<file path="config.mk">
export PLATFORM = sky130hd
export DESIGN_NAME = edge_event_monitor
export DESIGN_NICKNAME = d
export VERILOG_FILES = /design/src/rtl/edge_mon_pkg.sv /design/src/rtl/sync_chain.sv /design/src/rtl/edge_event_monitor.sv
export SDC_FILE = /design/constraint.sdc
export NUM_CORES = 1
export LEC_CHECK = 0
export ABC_AREA = 1
export ABC_CLOCK_PERIOD_IN_PS = 3100
export CORE_MARGIN = 5
export CORE_UTILIZATION = 25
export CTS_BUF_LIST = sky130_fd_sc_hd__clkbuf_4
export CTS_CLUSTER_SIZE = 40
export DETAILED_ROUTE_END_ITERATION = 16
export HOLD_SLACK_MARGIN = 0.1
export PLACE_DENSITY = 0.58
export SYNTH_ARGS = -nofsm -noshare
export SYNTH_HDL_FRONTEND = slang
export SYNTH_SLANG_ARGS = --single-unit
</file>
<file path="constraint.sdc">
create_clock -name i_clk -period 3.1 [get_ports i_clk]
set_input_delay 0.62 -clock i_clk [delete_from_list [all_inputs] [get_ports i_clk]]
set_output_delay 0.62 -clock i_clk [all_outputs]
set_load 0.005 [all_outputs]
</file>
<file path="src/rtl/edge_mon_pkg.sv">
// Shared types and helpers for the edge event monitor.
// Latency: n/a (types and pure functions only).
// Backpressure: n/a.
//
// Helpers work on a fixed MAX_W-bit domain so they can be shared by any
// instance; callers zero-extend their operands and truncate the result.
// WIDTH and CNT_W must therefore not exceed MAX_W.
package edge_mon_pkg;

    localparam int MAX_W = 32;

    typedef enum logic {
        ST_INIT = 1'b0,
        ST_RUN  = 1'b1
    } state_t;

    // Number of set bits in v (0..MAX_W).
    function automatic logic [5:0] popcount(input logic [MAX_W-1:0] v);
        logic [5:0] n;
        n = '0;
        for (int i = 0; i < MAX_W; i++) begin
            n = n + {5'b0, v[i]};
        end
        return n;
    endfunction

    // a + b clamped to 2^w - 1. The sum is formed one bit wider than the
    // operands so a carry out is seen as saturation rather than a wrap.
    function automatic logic [MAX_W-1:0] sat_add(input logic [MAX_W-1:0] a,
                                                 input logic [MAX_W-1:0] b,
                                                 input int               w);
        logic [MAX_W:0] sum;
        logic [MAX_W:0] lim;
        sum = {1'b0, a} + {1'b0, b};
        lim = ((MAX_W+1)'(1) << w) - (MAX_W+1)'(1);
        return (sum > lim) ? lim[MAX_W-1:0] : sum[MAX_W-1:0];
    endfunction

endpackage

</file>
<file path="src/rtl/sync_chain.sv">
// Per-bit flop synchronizer, N stages deep; pure passthrough when N = 0.
// Latency: N cycles from i_din to o_dout.
// Backpressure: none; samples every cycle.
//
// Ports: i_clk, i_rst_n (sync, active-low, stages reset to 0),
//        i_din [W-1:0] level input, o_dout [W-1:0] synchronized level.
module sync_chain #(
    parameter int N = 2,
    parameter int W = 4
) (
    input  logic         i_clk,
    input  logic         i_rst_n,
    input  logic [W-1:0] i_din,
    output logic [W-1:0] o_dout
);

    if (N == 0) begin : g_pass
        assign o_dout = i_din;
        // Clock and reset are intentionally unused in the passthrough build.
        logic w_unused_clk_rst;
        assign w_unused_clk_rst = &{1'b0, i_clk, i_rst_n};
    end else begin : g_sync
        logic [W-1:0] r_stage [N];

        always_ff @(posedge i_clk) begin
            if (!i_rst_n) begin
                for (int i = 0; i < N; i++) begin
                    r_stage[i] <= '0;
                end
            end else begin
                r_stage[0] <= i_din;
                for (int i = 1; i < N; i++) begin
                    r_stage[i] <= r_stage[i-1];
                end
            end
        end

        assign o_dout = r_stage[N-1];
    end

endmodule

</file>
<file path="src/rtl/edge_event_monitor.sv">
// Turns a level bus into registered rise/fall pulses, saturating edge counts and an event record.
// Latency: din change sampled at edge k appears on pulses/counters/event at edge k+SYNC_STAGES.
// Backpressure: one-entry event register; new edges OR-merge into a stalled record and set sticky overflow.
//
// Ports: i_clk, i_rst_n (sync, active-low), i_din [WIDTH-1:0] monitored bus,
//        i_clr (clears counters + overflow), o_rise/o_fall [WIDTH-1:0] one-cycle pulses,
//        o_rise_cnt/o_fall_cnt [CNT_W-1:0] saturating bit-edge totals,
//        o_evt_valid/i_evt_ready/o_evt_data [2*WIDTH-1:0] = {rise_bits, fall_bits},
//        o_evt_overflow sticky merge flag. WIDTH and CNT_W are limited to 32.
module edge_event_monitor
    import edge_mon_pkg::*;
#(
    parameter int WIDTH       = 4,
    parameter int SYNC_STAGES = 0,
    parameter int CNT_W       = 8
) (
    input  logic               i_clk,
    input  logic               i_rst_n,
    input  logic [WIDTH-1:0]   i_din,
    input  logic               i_clr,
    output logic [WIDTH-1:0]   o_rise,
    output logic [WIDTH-1:0]   o_fall,
    output logic [CNT_W-1:0]   o_rise_cnt,
    output logic [CNT_W-1:0]   o_fall_cnt,
    output logic               o_evt_valid,
    input  logic               i_evt_ready,
    output logic [2*WIDTH-1:0] o_evt_data,
    output logic               o_evt_overflow
);

    logic [WIDTH-1:0]   w_s;
    logic [WIDTH-1:0]   w_rise_next;
    logic [WIDTH-1:0]   w_fall_next;
    logic [2*WIDTH-1:0] w_new;
    logic               w_new_any;
    logic               w_merge;
    logic [CNT_W-1:0]   w_rise_cnt_next;
    logic [CNT_W-1:0]   w_fall_cnt_next;

    state_t             r_state;
    logic [WIDTH-1:0]   r_prev;
    logic [WIDTH-1:0]   r_rise;
    logic [WIDTH-1:0]   r_fall;
    logic [CNT_W-1:0]   r_rise_cnt;
    logic [CNT_W-1:0]   r_fall_cnt;
    logic               r_evt_valid;
    logic [2*WIDTH-1:0] r_evt_data;
    logic               r_evt_overflow;

    sync_chain #(
        .N (SYNC_STAGES),
        .W (WIDTH)
    ) u_sync (
        .i_clk   (i_clk),
        .i_rst_n (i_rst_n),
        .i_din   (i_din),
        .o_dout  (w_s)
    );

    // In INIT prev holds the reset value, not a real sample, so comparing
    // against it would report phantom rises on bits already high.
    always_comb begin
        w_rise_next = '0;
        w_fall_next = '0;
        if (r_state == ST_RUN) begin
            w_rise_next = w_s & ~r_prev;
            w_fall_next = ~w_s & r_prev;
        end
        w_new     = {w_rise_next, w_fall_next};
        w_new_any = |w_new;
        w_merge   = r_evt_valid && !i_evt_ready && w_new_any;

        w_rise_cnt_next = CNT_W'(sat_add(MAX_W'(r_rise_cnt),
                                         MAX_W'(popcount(MAX_W'(w_rise_next))),
                                         CNT_W));
        w_fall_cnt_next = CNT_W'(sat_add(MAX_W'(r_fall_cnt),
                                         MAX_W'(popcount(MAX_W'(w_fall_next))),
                                         CNT_W));
    end

    always_ff @(posedge i_clk) begin
        if (!i_rst_n) begin
            r_state        <= ST_INIT;
            r_prev         <= '0;
            r_rise         <= '0;
            r_fall         <= '0;
            r_rise_cnt     <= '0;
            r_fall_cnt     <= '0;
            r_evt_valid    <= 1'b0;
            r_evt_data     <= '0;
            r_evt_overflow <= 1'b0;
        end else begin
            // Both states capture the current sample; only RUN emits pulses.
            r_prev <= w_s;
            r_rise <= w_rise_next;
            r_fall <= w_fall_next;

            if (r_state == ST_INIT) begin
                r_state <= ST_RUN;
            end else begin
                r_state <= ST_RUN;
            end

            // Clear wins over this cycle's edges; those edges are not counted.
            if (i_clr) begin
                r_rise_cnt     <= '0;
                r_fall_cnt     <= '0;
                r_evt_overflow <= 1'b0;
            end else begin
                r_rise_cnt <= w_rise_cnt_next;
                r_fall_cnt <= w_fall_cnt_next;
                if (w_merge) begin
                    r_evt_overflow <= 1'b1;
                end
            end

            // Empty or draining this edge: take the new record (no bubble).
            // Stalled: fold new edges into the held record so none are lost.
            if (!r_evt_valid || i_evt_ready) begin
                r_evt_data  <= w_new;
                r_evt_valid <= w_new_any;
            end else if (w_new_any) begin
                r_evt_data  <= r_evt_data | w_new;
            end
        end
    end

    assign o_rise         = r_rise;
    assign o_fall         = r_fall;
    assign o_rise_cnt     = r_rise_cnt;
    assign o_fall_cnt     = r_fall_cnt;
    assign o_evt_valid    = r_evt_valid;
    assign o_evt_data     = r_evt_data;
    assign o_evt_overflow = r_evt_overflow;

endmodule

</file>
==> key figures <==
Status
  • Status: finished clean

STA
  • Tmin final: ~2900 ps
  • Fmax: between 0.3 and 0.4 GHz
  • Worst-Margin Slew: 433 ps
  • Final Hold Viols: 0
  • Max_slew headroom: 71.1%
  • Slew Viols, Final: 0
  • RSZ-0062 raised after global routing: no
  • Finish-stage setup viols: 0
  • Period utilization: between 90 and 100%
  • Clk_skew: 7.48 ps
  • Worst hold margin: roughly 460 ps

Floorplan
  • Num rows: 29
  • CORE AREA: between 0.006 and 0.007 sq mm
  • Die area: between 0.008 and 0.009 sq mm
  • Die Width: 90.5 microns
  • Die Ht: around 90 microns
  • Initial core utilization: 25.7%
  • Boundary Pins: 42

Power and ir drop
  • PwrDens: 426 mW/mm^2
  • LEAKAGE: 1.03 nW
  • VDD IR max: between 150 and 200 uV

Critical path
  • Worst setup EP type: register
  • FF-to-FF setup slack: 570 ps
  • Worst setup path class: primary input to register
  • CP Launch Type: primary input
  • Worst R2R Path Depth: 13
  • Crit path DAT: 3160 ps
  • WP data required: 3400 ps
  • Critical Path Fanout Max: 6

Synth
  • Synth Instances: 200
  • Mapped cell area: 0.00162 sq mm
  • Compound-gate portion of the synthesized area: 7.56%
  • Post-Syn Nets: between 200 and 250
  • Post-synthesis mux area share: 0%
  • Most common flop cell mapped by yosys: dfxtp_1
  • Top cell type by total area after synthesis: dfxtp_1
  • Post-synth cell types: 23
  • Warning count from the yosys run: 0
  • Mean Syn Cell Area: slightly above 8 sq um
  • Asr flop ratio synth: 0%
  • Xor and xnor fraction of the mapped netlist area: approximately 2.2%
  • Dominant cells by area after synthesis: dfxtp_1, nand2_1, inv_1
  • EDFF count, synth: 0
  • Seq/Total Area, Yosys: 48.1%
  • Synth Register Bits: 39
  • Post-Synth Adder-Cell Area: 8.95%
  • Synth top area share: 48.1%
  • Main combinational cell family by area after synthesis: simple AND/OR/NAND/NOR gates
  • Simple-gate share of the synthesized area: 24.0%

Final layout
  • Non-Filler Instances: ~330
  • Share of cells above drive strength 1: 10.2%
  • Antenna diodes: 0
  • Most frequent cells in the layout: clkdlybuf4s50_1, nand2_1, dfxtp_1
  • Fin area: 0.00226 sq mm
  • Fin nets: 269
  • Area growth syn-to-layout: 39.1%
  • Most common cell after layout, fill and taps aside: clkdlybuf4s50_1

GRT
  • Initial antenna violation count: 0
  • Overall Global Routing Usage: 9.13%
  • Vias in the first global route: 1378
  • Grt total ovfl: 0
  • First-pass GRT wire length: 6210 microns
  • Largest net degree at the start of global routing: 18

Route
  • DRT Wirelength: 3560 microns
  • Wire length per cell: 10.7 microns
  • ANT nets after route: 0
  • DR iter-0 viols: 40
  • DR vias: 1381
  • # DRC: 0
  • Initial DRT Pass Iterations: 4
  • Vias per cell: 4.17

Clock network
  • Post-CTS setup buffer count: 0
  • Total clock sinks: 39
  • CTS root buffer: clkbuf_4
  • Max clock buf depth: 2
  • Worst-path clk slew: 120 ps
  • Total CTS buffers: 5
  • Worst skew pair latency: 340 ps
  • H-tree depth: 2
  • CTS tree: built
  • Cts hold-fix bufs: 0
  • PostCTS Resize Cnt: 0

Placed design
  • Post-Place Cell Area: 0.00217 sq mm
  • Placed instance count: roughly 320
  • Detailed Place HPWL: 2690 microns
  • Final Wtd Congestion: 0.784
  • PortBufs: about 40

Min path
  • Hold path depth: 2
  • Worst hold path type: register to register

Run
  • Max-Cap Viols: 0
## cell type report
cell class / count / area [sq um]
Fill cell: 689 / 4060
Inverter: 36 / 135
Clock buffer: 5 / 37.5
Timing Repair Buffer: 49 / 470
Tap cell: 77 / 96.3
Clock inverter: 3 / 43.8
Multi-Input combinational cell: 122 / 692
Sequential cell: 39 / 781
## where the power goes
part	internal (W)	switching [W]	total (W)	leakage (nW)
Combinational	0.0000480	0.0000447	0.0000927	0.671
Sequential	0.000516	0.00000916	0.000525	0.318
Clock	0.000170	0.000174	0.000344	0.0452
## registers in the layout, summed over array words and instances, names as in the netlist
name,cells
o_fall,4
o_fall_cnt,8
r_prev,4
o_rise,4
o_evt_overflow,1
o_evt_data,8
o_evt_valid,1
o_rise_cnt,8
r_state,1
## cells in the mapped netlist, types with 2 or more instances
master / count
a21oi_1: 20
buf_2: 2
dfxtp_1: 39
fa_1: 6
ha_1: 2
inv_1: 34
inv_2: 2
nand2_1: 39
nand2_2: 3
nand3_1: 13
nor2_1: 22
nor2_2: 2
nor3_1: 2
o21ai_1: 2
xnor2_1: 4
## worst max-delay path, cell delays in order
cell	delay, ps
clkdlybuf4s50_1	500
inv_1	50
nand3_1	90
inv_1	70
fa_1	500
inv_1	50
fa_1	350
inv_1	90
fa_1	190
nand2_1	90
nor2_2	170
nand4_2	170
nand2_1	120
o21ai_1	60
inv_1	50
## routing by layer
layer  track usage [%]  up-vias  wire, microns
met2              14.3       39           1540
met4              2.98        0             37
li1                  -      721              -
met5                 0        -              0
met1              11.7      617           1730
met3              3.25        4            249
## cells by family after synthesis
family	after synthesis
and+or+nand+nor	86
xor gates and xnor gates	4
DFF	39
AOI/OAI and AO/OA	24
adders and majority gates	8
buffers and inverters	39
## final timing paths
| check | startpoint | end |
|---|---|---|
| min reg2reg | o_evt_overflow | o_evt_overflow |
| max | i_din[0] | o_fall_cnt[5] |
| min | o_evt_overflow | o_evt_overflow |
| max reg2reg | r_state | o_rise_cnt[5] |
## per-stage QoR
stage	setup WS (ps)	setup TNS, ps	util, %	total power (W)
after global placement	-66.2	-467	34.4	0.000630
after floorplan	507	0	-	0.000579
after detailed placement	-126	-1190	34.4	0.000630
final	237	0	35.7	0.000961
after global routing	32.7	0	35.7	0.00101
after CTS	250	0	35.7	0.000980
Power figures use the tool's default switching activity.
